<file path="src/rtl/pll_seq_pkg.sv">
// Shared types and constants for the PLL reset sequencer.
// Latency: n/a (declarations only).
// Backpressure: n/a.
package pll_seq_pkg;

    typedef enum logic [2:0] {
        RESET_PLL = 3'd0,
        WAIT_LOCK = 3'd1,
        STABLE    = 3'd2,
        RUN       = 3'd3,
        FAULT     = 3'd4
    } seq_state_t;

    localparam int RETRY_W = 2;
    localparam int LOSS_W  = 8;

    // Largest of the four timing parameters; sizes the shared phase counter.
    function automatic int max_of4(input int a, input int b, input int c, input int d);
        int m;
        m = a;
        if (b > m) m = b;
        if (c > m) m = c;
        if (d > m) m = d;
        return m;
    endfunction

endpackage

</file>
<file path="src/rtl/pll_reset_sequencer_if.sv">
// Signal bundle between the sequencer and the PLL / downstream reset tree.
// Latency: n/a (wires only).
// Backpressure: none; restart is a single-cycle request that is always accepted.
//
// master: the sequencer (drives PLL reset, system reset and status).
// slave : the surrounding board logic (drives lock and restart).
interface pll_reset_sequencer_if;
    import pll_seq_pkg::*;

    logic               pll_locked;      // PLL LOCK, asynchronous to the sequencer clock
    logic               restart;         // single-cycle request to re-run the sequence
    logic               pll_rst;         // PLL RST, active high
    logic               sys_reset_n;     // active-low reset for PLL-clocked logic
    logic               ready;           // high only in RUN
    logic               fault;           // high only in FAULT
    logic [RETRY_W-1:0] retry_count;     // failed attempts in the current sequence
    logic [LOSS_W-1:0]  lock_loss_count; // lock-loss events seen in RUN

    modport master (
        input  pll_locked, restart,
        output pll_rst, sys_reset_n, ready, fault, retry_count, lock_loss_count
    );

    modport slave (
        output pll_locked, restart,
        input  pll_rst, sys_reset_n, ready, fault, retry_count, lock_loss_count
    );

endinterface

</file>
<file path="src/rtl/sync_2ff.sv">
// Single-bit two-flop synchroniser; also used by each PLL domain to release sys_reset_n locally.
// Latency: 2 destination clock edges.
// Backpressure: none.
//
// Ports: clk, rst_n (async active-low, output resets to 0), d_i (async input), q_o (synchronised).
module sync_2ff (
    input  logic clk,
    input  logic rst_n,
    input  logic d_i,
    output logic q_o
);

    logic meta_q;
    logic sync_q;

    always_ff @(posedge clk or negedge rst_n) begin
        if (!rst_n) begin
            meta_q <= 1'b0;
            sync_q <= 1'b0;
        end else begin
            meta_q <= d_i;
            sync_q <= meta_q;
        end
    end

    assign q_o = sync_q;

endmodule

</file>
<file path="src/rtl/pll_reset_sequencer.sv">
// Sequences PLL reset, lock qualification with timeout/retry, and system reset release.
// Latency: outputs registered, change on the state-entry edge; lock seen 2 edges after it moves.
// Backpressure: none; restart is always accepted and wins over any simultaneous event.
//
// Ports: clock (free-running 25 MHz oscillator), reset_n (async active-low),
//        bus (pll_reset_sequencer_if.master: pll_locked, restart in; pll_rst, sys_reset_n,
//        ready, fault, retry_count, lock_loss_count out).
// Build option: define PLL_SEQ_LOSS_COUNT_EN to implement lock_loss_count; otherwise it reads 0.
module pll_reset_sequencer
    import pll_seq_pkg::*;
#(
    parameter int RST_CYCLES          = 16,
    parameter int LOCK_STABLE_CYCLES  = 1024,
    parameter int LOCK_TIMEOUT_CYCLES = 250000,
    parameter int MAX_RETRIES         = 3
) (
    input  logic                  clock,
    input  logic                  reset_n,
    pll_reset_sequencer_if.master bus
);

    localparam int CNT_MAX = max_of4(RST_CYCLES, LOCK_STABLE_CYCLES,
                                     LOCK_TIMEOUT_CYCLES, MAX_RETRIES);
    localparam int CNT_W   = $clog2(CNT_MAX + 1);

    seq_state_t         state_q, state_d;
    logic [CNT_W-1:0]   cnt_q, cnt_d;
    logic [RETRY_W-1:0] retry_q, retry_d;
    logic               pll_rst_q, sys_reset_n_q, ready_q, fault_q;
    logic               lk;

    sync_2ff u_lock_sync (
        .clk   (clock),
        .rst_n (reset_n),
        .d_i   (bus.pll_locked),
        .q_o   (lk)
    );

    // One phase counter serves every state; it is cleared on each state entry,
    // so it only has to reach the largest single-state limit.
    always_comb begin
        state_d = state_q;
        cnt_d   = cnt_q;
        retry_d = retry_q;
        if (bus.restart) begin
            state_d = RESET_PLL;
            cnt_d   = '0;
            retry_d = '0;
        end else begin
            unique case (state_q)
                RESET_PLL: begin
                    if (cnt_q == CNT_W'(RST_CYCLES - 1)) begin
                        state_d = WAIT_LOCK;
                        cnt_d   = '0;
                    end else begin
                        cnt_d = cnt_q + CNT_W'(1);
                    end
                end
                WAIT_LOCK: begin
                    if (lk) begin
                        state_d = STABLE;
                        cnt_d   = '0;
                    end else if (cnt_q == CNT_W'(LOCK_TIMEOUT_CYCLES - 1)) begin
                        cnt_d = '0;
                        if (int'(retry_q) >= MAX_RETRIES) begin
                            state_d = FAULT;
                        end else begin
                            state_d = RESET_PLL;
                            retry_d = (&retry_q) ? retry_q : retry_q + RETRY_W'(1);
                        end
                    end else begin
                        cnt_d = cnt_q + CNT_W'(1);
                    end
                end
                STABLE: begin
                    // A dropout restarts the wait; it is not a failed attempt.
                    if (!lk) begin
                        state_d = WAIT_LOCK;
                        cnt_d   = '0;
                    end else if (cnt_q == CNT_W'(LOCK_STABLE_CYCLES - 1)) begin
                        state_d = RUN;
                        cnt_d   = '0;
                        retry_d = '0;
                    end else begin
                        cnt_d = cnt_q + CNT_W'(1);
                    end
                end
                RUN: begin
                    if (!lk) begin
                        state_d = RESET_PLL;
                        cnt_d   = '0;
                    end
                end
                FAULT: begin
                    state_d = FAULT;
                end
                default: begin
                    state_d = RESET_PLL;
                    cnt_d   = '0;
                end
            endcase
        end
    end

    // Outputs are decoded from the next state so they move on the entry edge.
    always_ff @(posedge clock or negedge reset_n) begin
        if (!reset_n) begin
            state_q       <= RESET_PLL;
            cnt_q         <= '0;
            retry_q       <= '0;
            pll_rst_q     <= 1'b1;
            sys_reset_n_q <= 1'b0;
            ready_q       <= 1'b0;
            fault_q       <= 1'b0;
        end else begin
            state_q       <= state_d;
            cnt_q         <= cnt_d;
            retry_q       <= retry_d;
            pll_rst_q     <= (state_d == RESET_PLL) || (state_d == FAULT);
            sys_reset_n_q <= (state_d == RUN);
            ready_q       <= (state_d == RUN);
            fault_q       <= (state_d == FAULT);
        end
    end

`ifdef PLL_SEQ_LOSS_COUNT_EN
    logic              loss_evt;
    logic [LOSS_W-1:0] loss_q;

    // restart takes the RUN exit first, so it never counts as a lock loss.
    assign loss_evt = !bus.restart && (state_q == RUN) && !lk;

    always_ff @(posedge clock or negedge reset_n) begin
        if (!reset_n) begin
            loss_q <= '0;
        end else if (loss_evt && !(&loss_q)) begin
            loss_q <= loss_q + LOSS_W'(1);
        end
    end

    assign bus.lock_loss_count = loss_q;
`else
    assign bus.lock_loss_count = '0;
`endif

    assign bus.pll_rst     = pll_rst_q;
    assign bus.sys_reset_n = sys_reset_n_q;
    assign bus.ready       = ready_q;
    assign bus.fault       = fault_q;
    assign bus.retry_count = retry_q;

endmodule

</file>
<file path="src/flat_wrapper.sv">
// flat-port wrapper written by rule: the top's interface ports become plain ports
module pll_reset_sequencer_flat import pll_seq_pkg::*;
#(
    parameter int RST_CYCLES          = 16,
    parameter int LOCK_STABLE_CYCLES  = 1024,
    parameter int LOCK_TIMEOUT_CYCLES = 250000,
    parameter int MAX_RETRIES         = 3
)
  (clock, reset_n, bus_pll_locked, bus_restart, bus_pll_rst, bus_sys_reset_n, bus_ready, bus_fault, bus_retry_count, bus_lock_loss_count);
  pll_reset_sequencer_if bus_i ();
  input  logic clock;
  input  logic reset_n;
  input wire logic [$bits(bus_i.pll_locked)-1:0] bus_pll_locked;
  input wire logic [$bits(bus_i.restart)-1:0] bus_restart;
  output wire logic [$bits(bus_i.pll_rst)-1:0] bus_pll_rst;
  output wire logic [$bits(bus_i.sys_reset_n)-1:0] bus_sys_reset_n;
  output wire logic [$bits(bus_i.ready)-1:0] bus_ready;
  output wire logic [$bits(bus_i.fault)-1:0] bus_fault;
  output wire logic [$bits(bus_i.retry_count)-1:0] bus_retry_count;
  output wire logic [$bits(bus_i.lock_loss_count)-1:0] bus_lock_loss_count;
  assign bus_i.pll_locked = bus_pll_locked;
  assign bus_i.restart = bus_restart;
  assign bus_pll_rst = bus_i.pll_rst;
  assign bus_sys_reset_n = bus_i.sys_reset_n;
  assign bus_ready = bus_i.ready;
  assign bus_fault = bus_i.fault;
  assign bus_retry_count = bus_i.retry_count;
  assign bus_lock_loss_count = bus_i.lock_loss_count;
  pll_reset_sequencer #(.RST_CYCLES(RST_CYCLES), .LOCK_STABLE_CYCLES(LOCK_STABLE_CYCLES), .LOCK_TIMEOUT_CYCLES(LOCK_TIMEOUT_CYCLES), .MAX_RETRIES(MAX_RETRIES)) u_core (.clock(clock), .reset_n(reset_n), .bus(bus_i));
endmodule
</file>
<file path="config.mk">
export PLATFORM = sky130hd
export DESIGN_NAME = pll_reset_sequencer_flat
export DESIGN_NICKNAME = d
export VERILOG_FILES = /design/src/rtl/pll_seq_pkg.sv /design/src/rtl/pll_reset_sequencer_if.sv /design/src/rtl/sync_2ff.sv /design/src/rtl/pll_reset_sequencer.sv /design/src/flat_wrapper.sv
export SDC_FILE = /design/constraint.sdc
export NUM_CORES = 1
export LEC_CHECK = 0
export CAP_MARGIN = 20
export CORE_MARGIN = 3
export CORE_UTILIZATION = 40
export DETAILED_ROUTE_END_ITERATION = 16
export HOLD_SLACK_MARGIN = 0.05
export PLACE_DENSITY_LB_ADDON = 0.15
export SYNTH_ARGS = -nofsm -noshare
export SYNTH_HDL_FRONTEND = slang
export SYNTH_HIERARCHICAL = 1
export SYNTH_SLANG_ARGS = --single-unit
</file>
<file path="constraint.sdc">
create_clock -name clock -period 2.3 [get_ports clock]
set_clock_uncertainty 0.15 [all_clocks]
set_input_delay 0.575 -clock clock [delete_from_list [all_inputs] [get_ports clock]]
set_output_delay 0.575 -clock clock [all_outputs]
set_load 0.005 [all_outputs]
</file>
==> out/qor.yml <==
status:
  status: "finished, final reports clean"
setup_path:
  crit_fanout: 12
  path_cells: "ha_4 -> and3_4 -> and4b_1 -> nor3b_4 -> o32ai_4 -> buf_12 -> o311ai_2 -> o31ai_1"
  crit_path_start_kind: "register"
  critPathTopFamily: "simple AND/OR/NAND/NOR gates"
  slowest_delay_ns: 0.43
  required_ns: 2.31
  path_class: "reg2reg"
  crit_path_top_delay_cell: "dfrtp_1"
  worst-endpoint-arrival_ns: 2.25
  rrSetupSlack_ns: 0.06
  path_buf_inv: 1
  end_kind: "register"
clock_tree:
  postCtsHoldBufs: 0
  clkLatencyLatePin_ns: 0.28
  cts_buffer_depth: 2
  clkSinkCount: 28
  cts-htree-levels: 1
  clkSlewWorstSetupHoldPaths_ns: 0.10
  cts_root_buffer: "clkbuf_8"
  tritoncts: "built"
  cts_buffers: 3
logic_synthesis:
  synth_top_area_cell: "dfrtp_1"
  syn_inst: 198
  yosysMostFrequentCell: "nand2_1"
  ys_seq_area_frac: 0.3814
  synthArstFlopShare: 1.000
  ys.flop_type: "dfrtp_1"
  ys_warn_count: 6
  ys_seq_elements: 28
  synth_common_cells: "nand2_1, dfrtp_1, nor2_1, buf_4, and2_1"
  synth_edf_count: 0
  syn_area_per_cell_um2: 9.296
  synthDistinctLibCells: 54
  synth_top_area_frac: 0.3671
  ys_top_cells_by_area: "dfrtp_1, nand2_1, o221ai_2, nor2_1, buf_4"
  synthesis.area_mm2: 0.001841
layout:
  finalCoreUtilization: 0.4977
  area_growth_pct: 18.56
  stdcell_area_mm2: 0.002182
  nNetsFinal: 232
  multi_input_area_mm2: 0.001066
  seqCellArea_um2: 701.9
  num_antenna_cells: 0
  final-instance-count-excl-fill: 277
  fillers: 395
  layout-drive-gt1-share: 0.2489
drt:
  ant_nets: 0
  vias: 1575
  firstDrtPassIters: 4
  via_per_inst: 5.686
  wl_um: 4345
  drc: 0
  wire_per_inst_um: 15.69
  drtIter0Drc: 48
pwr:
  p_int_mw: 0.6754
  swShare: 0.2328
  p_sw_mw: 0.2049
  combinationalPowerShare: 0.066
  leakagePower_nw: 0.9383
  peakVddDrop_v: 0.0003022
  seq_power_share: 0.575
  p_per_area_mw_per_mm2: 403.4
  p_clk_frac: 0.359
sta:
  fin_crit_sh: 0.9727
  setup_viol: 0
  drv_slew: 0
  fmax_ghz: 0.4470
  rsz0062_at_grt: "yes"
  finalHoldViolations: 0
  tightest_slew_ns: 0.5141
  layout_min_cycle_time_ns: 2.237
  max-slew-margin-rel: 0.6565
floorplanning:
  dieHeight_um: 73.83
  die_area_mm2: 0.005451
  rows: 24
  start_util: 0.4198
  pin_count: 18
  core_mm2: 0.004384
  die_x_um: 73.83
grt:
  track_usage: 0.1666
  grt_pass1_vias: 1439
  overflow: 0
  antenna_found_initial: 0
  grt_first_pass_wirelength_um: 6996
  grt_max_degree: 29
job:
  max_cap_viol_count: 0
hold_path:
  hold_class: "reg2reg"
place:
  gp_congestion: 0.8655
  place_inst: 270
  hpwl_um: 3087
  placed_cell_area_mm2: 0.002071
  portBuffers: 9
power groups by stage:
| stage | Clock [mW] | Sequential [mW] | Combinational [mW] |
|---|---|---|---|
| global route | 0.342 | 0.507 | 0.0659 |
| global placement | 0 | 0.513 | 0.0496 |
| finish | 0.316 | 0.506 | 0.0584 |
| CTS | 0.327 | 0.505 | 0.0523 |
| floorplan | 0 | 0.513 | 0.0342 |
| detailed placement | 0 | 0.514 | 0.0504 |
placed cells by master, fill, tap and decap left out, types with 5 or more instances in the layout:
| cell | n |
|---|---|
| nand4_1 | 5 |
| clkdlybuf4s50_1 | 9 |
| nand3_1 | 7 |
| conb_1 | 8 |
| nand2_1 | 36 |
| and2_1 | 8 |
| nor2_1 | 21 |
| o211ai_1 | 5 |
| o221ai_2 | 7 |
| dfrtp_1 | 27 |
| buf_4 | 23 |
final timing paths:
kind,from,to,cells after the start
min in group asynchronous,reset_n,u_core/cnt_q[11]$_DFFE_PN0P_,2
min reg2reg,u_core/u_lock_sync/meta_q$_DFF_PN0_,u_core/u_lock_sync/q_o$_DFF_PN0_,0
max in group asynchronous,reset_n,u_core/bus.pll_rst$_DFF_PN1_,2
max reg2reg,u_core/cnt_q[1]$_DFFE_PN0P_,u_core/cnt_q[4]$_DFFE_PN0P_,8
max,u_core/cnt_q[1]$_DFFE_PN0P_,u_core/cnt_q[4]$_DFFE_PN0P_,8
min,u_core/u_lock_sync/meta_q$_DFF_PN0_,u_core/u_lock_sync/q_o$_DFF_PN0_,0
flip-flops by register name, summed over array words and instances, names as in the netlist:
register,flops
u_core/bus.ready,1
u_core/u_lock_sync/q_o,1
u_core/state_q,3
u_core/cnt_q,18
u_core/bus.fault,1
u_core/bus.pll_rst,1
u_core/bus.retry_count,2
u_core/u_lock_sync/meta_q,1
cell type report:
class,count,share of cell area
Clock buffer,4,0.02523
Tap cell,52,0.02982
Inverter,3,0.005161
Multi-Input combinational cell,157,0.4885
Timing Repair Buffer,33,0.1296
Sequential cell,28,0.3217
routing by layer:
| metal | wire length, um | vias up | part of all wire | track usage |
|---|---|---|---|---|
| met1 | 1969 | 775 | 0.45 | 0.2178 |
| met4 | 58 | 0 | 0.013 | 0.06036 |
| met3 | 160 | 7 | 0.037 | 0.02326 |
| met2 | 2157 | 42 | 0.50 | 0.2785 |
| met5 | 0 | - | 0 | 0 |
| li1 | - | 751 | - | - |
cells by family after synthesis:
kind of cell | Yosys count | synth area share
AND/OR/NAND/NOR | 105 | 0.3141
AO/OA/AOI/OAI | 38 | 0.1931
adder cells (fa/ha/maj) | 2 | 0.01359
other | 1 | 0.002037
multiplexers | 2 | 0.01156
XOR/XNOR | 2 | 0.009519
buffers and inverters | 20 | 0.07478
flip-flops | 28 | 0.3814
worst reg2reg max path, delay by kind of cell (launching register included):
kind                       cells  cell delay (ns)
buffers and inverters          1             0.19
adders and majority gates      1             0.17
DFF                            1             0.43
AOI/OAI and AO/OA              3             0.46
and+or+nand+nor                3             0.73
repair_timing:
| action | 4_1_cts | 5_1_grt |
|---|---|---|
| pin swaps | 0 | 2 |
| setup buffers | 1 | 2 |
| gates resized for setup | 3 | 2 |
| endpoints found under the setup margin | 8 | 18 |
stage by stage:
step,hold slack [ns],setup WS (ns),TNS [ns],power (mW)
global placement,0.1818,0.05708,0,0.5629
global route,0.2189,-0.03971,-0.1210,0.9145
finish,0.2094,0.06268,0,0.8803
detailed placement,0.1911,-0.04250,-0.1209,0.5644
floorplan,0.1294,0.1762,0,0.5474
CTS,0.2151,0.02302,0,0.8842
(Power assumes the default switching activity.)
